**config.mk**
```make
export PLATFORM = sky130hd
export DESIGN_NAME = shift_engine
export DESIGN_NICKNAME = d
export VERILOG_FILES = /design/src/rtl/shift_engine.sv
export SDC_FILE = /design/constraint.sdc
export NUM_CORES = 1
export LEC_CHECK = 0
export CAP_MARGIN = 5
export CORE_ASPECT_RATIO = 1.5
export CORE_MARGIN = 2
export CORE_UTILIZATION = 29
export CTS_CLUSTER_DIAMETER = 50
export DETAILED_ROUTE_END_ITERATION = 10
export PLACE_DENSITY = 0.65
export SETUP_SLACK_MARGIN = 0.05
export SLEW_MARGIN = 20
export SYNTH_ARGS = -nofsm -noshare
export SYNTH_HDL_FRONTEND = slang
export SYNTH_SLANG_ARGS = --single-unit
```
**constraint.sdc**
```tcl
create_clock -name clk -period 2 [get_ports clk]
set_input_delay 0.4 -clock clk [delete_from_list [all_inputs] [get_ports clk]]
set_output_delay 0.4 -clock clk [all_outputs]
set_load 0.05 [all_outputs]
```
**src/rtl/shift_engine.sv**
```systemverilog
// Multi-step shift/rotate engine with a ready/valid command port and a held result.
// Optional LFSR op 000 compiled in with SHIFT_ENGINE_LFSR_EN; otherwise op 000 is a NOP.
`timescale 1ns/1ps
module shift_engine #(
    parameter int                 WIDTH     = 8,
    parameter int                 AMT_W     = 3,
    parameter logic [WIDTH-1:0]   LFSR_TAPS = WIDTH'(8'hB8)
) (
    input  logic             clk,
    input  logic             rst,
    input  logic             in_valid,
    output logic             in_ready,
    input  logic [2:0]       in_op,
    input  logic [AMT_W-1:0] in_amt,
    input  logic [WIDTH-1:0] in_din,
    input  logic             sin,
    output logic             out_valid,
    input  logic             out_ready,
    output logic [WIDTH-1:0] dout,
    output logic             busy
);

    localparam logic [2:0] OP_LFSR = 3'b000;
    localparam logic [2:0] OP_LOAD = 3'b001;
    localparam logic [2:0] OP_LSR  = 3'b010;
    localparam logic [2:0] OP_LSL  = 3'b011;
    localparam logic [2:0] OP_ASR  = 3'b100;
    localparam logic [2:0] OP_SIN  = 3'b101;
    localparam logic [2:0] OP_ROR  = 3'b110;
    localparam logic [2:0] OP_ROL  = 3'b111;

    typedef enum logic [1:0] {S_IDLE, S_SHIFT, S_DONE} state_t;

    state_t             r_state, w_state_nxt;
    logic [WIDTH-1:0]   r_q, w_q_nxt;
    logic [AMT_W-1:0]   r_cnt, w_cnt_nxt;
    logic [2:0]         r_op, w_op_nxt;
    logic               w_nop;

    // One single-bit step of the latched op applied to the held register.
    function automatic logic [WIDTH-1:0] f_step(input logic [2:0] op,
                                                input logic [WIDTH-1:0] q,
                                                input logic s);
        case (op)
            OP_LSR:  f_step = {1'b0, q[WIDTH-1:1]};
            OP_LSL:  f_step = {q[WIDTH-2:0], 1'b0};
            OP_ASR:  f_step = {q[WIDTH-1], q[WIDTH-1:1]};
            OP_SIN:  f_step = {s, q[WIDTH-1:1]};
            OP_ROR:  f_step = {q[0], q[WIDTH-1:1]};
            OP_ROL:  f_step = {q[WIDTH-2:0], q[WIDTH-1]};
            OP_LFSR: f_step = {q[WIDTH-2:0], ^(q & LFSR_TAPS)};
            default: f_step = q;
        endcase
    endfunction

`ifdef SHIFT_ENGINE_LFSR_EN
    assign w_nop = 1'b0;
`else
    // Without the LFSR, op 000 completes at the accept edge and never enters SHIFT.
    assign w_nop = (in_op == OP_LFSR);
`endif

    always_comb begin
        w_state_nxt = r_state;
        w_q_nxt     = r_q;
        w_cnt_nxt   = r_cnt;
        w_op_nxt    = r_op;
        case (r_state)
            S_IDLE: begin
                if (in_valid) begin
                    w_op_nxt = in_op;
                    if (in_op == OP_LOAD) begin
                        w_q_nxt     = in_din;
                        w_cnt_nxt   = '0;
                        w_state_nxt = S_DONE;
                    end else if (w_nop || in_amt == '0) begin
                        w_cnt_nxt   = '0;
                        w_state_nxt = S_DONE;
                    end else begin
                        w_cnt_nxt   = in_amt;
                        w_state_nxt = S_SHIFT;
                    end
                end
            end
            S_SHIFT: begin
                w_q_nxt   = f_step(r_op, r_q, sin);
                w_cnt_nxt = r_cnt - AMT_W'(1);
                if (r_cnt == AMT_W'(1))
                    w_state_nxt = S_DONE;
            end
            S_DONE: begin
                if (out_ready)
                    w_state_nxt = S_IDLE;
            end
            default: w_state_nxt = S_IDLE;
        endcase
    end

    always_ff @(posedge clk or posedge rst) begin
        if (rst) begin
            r_state <= S_IDLE;
            r_q     <= '0;
            r_cnt   <= '0;
            r_op    <= '0;
        end else begin
            r_state <= w_state_nxt;
            r_q     <= w_q_nxt;
            r_cnt   <= w_cnt_nxt;
            r_op    <= w_op_nxt;
        end
    end

    assign in_ready  = (r_state == S_IDLE);
    assign out_valid = (r_state == S_DONE);
    assign busy      = (r_state == S_SHIFT);
    assign dout      = r_q;

endmodule

```
## Word level (Yosys, flattened, before mapping)

Index checks and enable logic that the tools add are counted.

- Bits in registers: 16

- $add $sub $neg: 1
- Muxes and demuxes: 14
- Equal/unequal tests: 17
- Reductions and logical operators: 12

Operators by type and width:

| kind | count |
|---|---|
| 8-bit one-hot mux with 7 select lines | 1 |
| 8-bit 2-to-1 mux | 2 |
| 8-bit one-hot mux with 2 select lines | 1 |
| 3-bit equality test (second input constant) | 4 |
| 2-bit 2-to-1 mux | 5 |
| 3-bit logical NOT | 3 |
| 3-bit 2-to-1 mux | 3 |
| 8-bit by 1-bit != test with 1-bit output (second input constant) | 1 |
| 8-bit XOR reduction | 1 |
| 7-bit by 1-bit != test with 1-bit output (second input constant) | 1 |
| 3-bit by 1-bit equality test with 1-bit output (second input constant) | 2 |
| 3-bit by 2-bit equality test with 1-bit output (second input constant) | 2 |
| 2-bit by 1-bit != test with 1-bit output (second input constant) | 3 |
| 2-bit one-hot mux with 3 select lines | 1 |
| 3-bit one-hot mux with 2 select lines | 1 |
| 5-bit AND reduction | 1 |
| 2-bit != test (second input constant) | 2 |
| 2-bit AND reduction | 2 |
| 4-bit AND reduction | 1 |
| 3-bit AND reduction | 1 |
| 3-bit by 1-bit subtractor with 3-bit output (second input constant) | 1 |
| 2-bit by 1-bit equality test with 1-bit output (second input constant) | 1 |
| 2-bit equality test (second input constant) | 1 |
| 2-bit logical NOT | 1 |
| 2 further kinds | 2 |

## Logic depth before layout (Yosys ltp)

- Depth after elaboration: 6
- Gate-level depth with buffers: 7
- Gate-level depth less buffers: 5

## Worst setup path before layout

Ideal clock, no wire load.

- Path type: register to register
- From: register r_state[0]
- To: register r_cnt[2]
- Data required time: 1910 ps
- Path buffers: 1
- Data arrival time: 1879 ps
- Period minus slack after synthesis: 1969 ps
- Stages on the path, launching flop included: 6
- Library setup time: 90 ps
- Slack: 31 ps
- Path through: dfrtp_1 -> buf_2 -> nor2_1 -> nand2_1 -> or2_2 -> o221ai_1

- Longest elaborated chain between the ends: 3
- Elaborated cells on any way between the ends: 6
- Classes of those cells: eq/ne: 2; mux: 1; reduce/logical: 3

RTL lines:

| element | line | source |
|---|---|---|
| start, declared | 34 | `state_t r_state, w_state_nxt;` |
| start signal, assigned | 106 | `r_state <= w_state_nxt;` |
| 2-bit logical NOT (*) | n/a |  |
| named net in_ready | 12 | `output logic in_ready,` |
| 2-bit != test (no source line) or 2-bit nonzero test (tied branches) | n/a |  |
| 2-bit AND reduction (no source line) | n/a |  |
| end signal, assigned | 108 | `r_cnt <= w_cnt_nxt;` |
| end, declared | 36 | `logic [AMT_W-1:0] r_cnt, w_cnt_nxt;` |

Mark *: on every way through the listed nets, which the timed path passes. The rest lies on a longest branch.
A chain may end at the register's enable or synchronous reset.

## Worst setup path in the final report

- From: register r_q[5], in the netlist dout[5]
- To: output dout[5]

RTL lines:

| element | line | source |
|---|---|---|
| start, declared | 35 | `logic [WIDTH-1:0] r_q, w_q_nxt;` |
| start signal, assigned | 107 | `r_q <= w_q_nxt;` |
| end, declared | 19 | `output logic [WIDTH-1:0] dout,` |

No word-level cell between the ends.

==> impl_metrics.tcl <==
set metrics [dict create \
    wire_per_inst_um 14.1 \
    setup_slack_ns 0.0800 \
    grt_pass1_vias 1039 \
    p_clk_share_pct 10.5 \
    dp_hpwl_mm 1.99 \
    clkTransAtPathRegs_ns 0.06 \
    clock_sinks 16 \
    crit_chain "clkdlybuf4s50_1" \
    synth.avg_cell_area_sq_um 8.91 \
    hold_slack_ns 0.519 \
    coreArea_sq_mm 0.00361 \
    clk_latency_ns 0.25 \
    power_switching_mw 1.40 \
    die_w_um 53.8 \
    maxCapViolations 0 \
    place_worst_setup_slack_ns 0.121 \
    fillCellCount 369 \
    dr.pass1.iters 4 \
    cp_top_family "buffers and inverters" \
    grt_overflow 0 \
    fin_worst_skew_ns 0.000799 \
    startpoint "dout[5]" \
    syn_area_sq_mm 0.00108 \
    die_h_um 78.7 \
    ir_worst_vdd_uv 933 \
    gp_congestion 0.751 \
    finalSetupTns_ns 0 \
    p_leak_nw 0.683 \
    p_total_mw 2.81 \
    p_seq_share_pct 25.9 \
    path_depth 1 \
    drt-total-wl_mm 2.75 \
    port_buffers 29 \
    drc_errors 0 \
    first_iter_violations 13 \
    use_met3_pct 2.82 \
    fin_crit_sh_pct 96.0 \
    status "finished, final reports clean" \
    diodes 0 \
    num_vias 1001 \
    placementRows 27 \
    h-tree-depth 1 \
    yosysUniqueCellTypes 41 \
    postRouteAntennaNets 0 \
    cp_num_buf_inv 1 \
    track_usage_pct 14.4 \
    antenna_found_initial 0 \
    reg2reg_to "r_cnt[1]" \
    holdBufCountCts 0 \
    rsz0062_at_grt "true" \
    syn_nets 142 \
    r2r_cells 4 \
    cts_buffers 3 \
    r2r_slack_ns 0.44 \
    power.share.combinational_pct 63.6 \
    critPathCaptureType "primary output" \
    grt_max_degree 20 \
    worstPathRequired_ns 1.60 \
    initial_core_util_pct 29.8 \
    cp.arrival_ns 1.52 \
    reg2reg_from "r_state[0]" \
    io_pins 30 \
    cts_tree "yes" \
    ys_seq_area_share_pct 37.1 \
    ys_seq_elements 16 \
    syn_inst 121 \
    areaGrowthSynthToFinish_pct 37.4 \
    fin_crit_ns 1.92 \
    crit_end "dout[5]" \
    p_int_mw 1.41 \
    slowest_stage "clkdlybuf4s50_1" \
    critPathLaunchType "flip-flop" \
    slew_headroom_pct 58.5 \
    max_stage_delay_ns 0.84 \
    setup_viol 0 \
    clockBufferDepth 2 \
    worst_pin_slew_ns 0.622 \
    p_sw_share_pct 49.9 \
    ys.warnings.count 0 \
    crit_path_max_fanout 5 \
    grt_pass1_wl_mm 4.59 \
    final_net_count 174 \
    via_per_inst 5.13 \
    drv_slew 0 \
    cts-root-buf "clkbuf_8" \
    met1_usage_pct 18.0 \
    met2_usage_pct 23.7 \
    grt_busiest_layer "met2" \
    criticalPathCategory "flip-flop to primary output" \
    drive_above_1_share_pct 18.4 \
    min-delay-path-class "input port to async pin" \
    hold_viol_final 0 \
    power.density_mw_per_mm2 1900 \
    dieArea_sq_mm 0.00423 \
    fmax_mhz 521 \
]
==> placed cells by master, fill, tap and decap left out, types with 2 or more instances in the layout <==
master	n
xor2_1	2
o31ai_1	5
o311a_1	4
dlymetal6s2s_1	3
o21ai_1	2
xnor2_1	2
buf_4	7
buf_12	2
o31ai_2	2
nor2_1	13
or2_2	2
inv_1	11
o311a_2	2
a221o_1	3
ha_1	2
clkbuf_8	4
nand2_1	17
clkdlybuf4s50_1	21
o21ai_0	8
dfrtp_1	16
==> state kept, by name, indices dropped and copies added, names as in the netlist <==
name and cells:
r_op 3, dout 8, r_cnt 3, r_state 2
==> power by group through the flow <==
| stage | logic [mW] | registers [mW] | clock network, mW |
|---|---|---|---|
| detailed placement | 1.79 | 0.727 | 0 |
| global placement | 1.75 | 0.722 | 0 |
| finish | 1.79 | 0.728 | 0.293 |
| floorplan | 1.10 | 0.917 | 0 |
| global route | 1.95 | 0.760 | 0.309 |
| CTS | 1.80 | 0.724 | 0.300 |
==> kinds of logic after synthesis <==
group | count (synthesis) | synth area share, %
AND/OR/NAND/NOR | 45 | 21.0
AO/OA/AOI/OAI | 35 | 26.5
buffers and inverters | 18 | 8.93
flip-flops | 16 | 37.1
XOR/XNOR | 4 | 3.25
adder cells (fa/ha/maj) | 2 | 2.32
multiplexers | 1 | 0.928
==> worst min path at each step <==
stage,startpoint,to,slack (ns),cells after the start
global route,r_cnt[1],r_cnt[1],0.57,1
floorplan,rst,dout[0],0.31,1
finish,rst,dout[2],0.52,2
global placement,r_cnt[1],r_cnt[1],0.50,1
CTS,r_cnt[1],r_cnt[1],0.52,1
detailed placement,r_cnt[1],r_cnt[1],0.51,1
==> area by class of cell <==
type / count / area [sq um] / area share [%]
clock buffers: 4 / 55.1 / 3.72
flip-flops and latches: 16 / 400 / 27.0
well taps: 43 / 53.8 / 3.63
multi-input cells: 87 / 584 / 39.4
repair buffers: 33 / 340 / 23.0
inverters: 12 / 47.5 / 3.21
==> stage by stage <==
stage	utilization [%]	instances	cell area [sq um]
floorplan	-	121	1080
global placement	39.2	191	1420
detailed placement	39.2	191	1420
CTS	40.7	195	1470
global route	41.0	195	1480
finish	41.0	195	1480
==> cells in the mapped netlist, drive strengths merged <==
library cell   n  area [sq um]
nand3          1          5.00
or2b           1          8.76
a21oi          1          5.00
o221ai         2          23.8
a21o           1          7.51
nor3b          1          12.5
nand4          1          6.26
ha             2          25.0
xnor2          2          17.5
o311a          6          62.6
a41o           1          10.0
nor2b          1          6.26
o22ai          1          6.26
nor2          14          52.6
o21ai         10          50.1
nand4b         1          8.76
a221oi         1          8.76
a221o          3          30.0
buf            6          51.3
nand2         17          63.8
nor3           2          15.0
and4bb         1          12.5
o32ai          1          8.76
nand3b         1          7.51
and2           1          8.76
mux2i          1          10.0
dfrtp         16           400
o31ai          7          62.6
inv           12          45.0
xor2           2          17.5
a22o           1          10.0
nand2b         1          6.26
or2            2          12.5
==> metal layers <==
layer / up-vias / wire [um]
met4: 0 / 44
met2: 27 / 1350
met3: 5 / 155
met5: - / 0
met1: 474 / 1200
li1: 495 / -
==> what timing repair did <==
action | in CTS | in global routing
setup endpoints to repair | 0 | 4
setup buffers | 0 | 0
gates resized for setup | 0 | 5
Power figures use the tool's default switching activity.
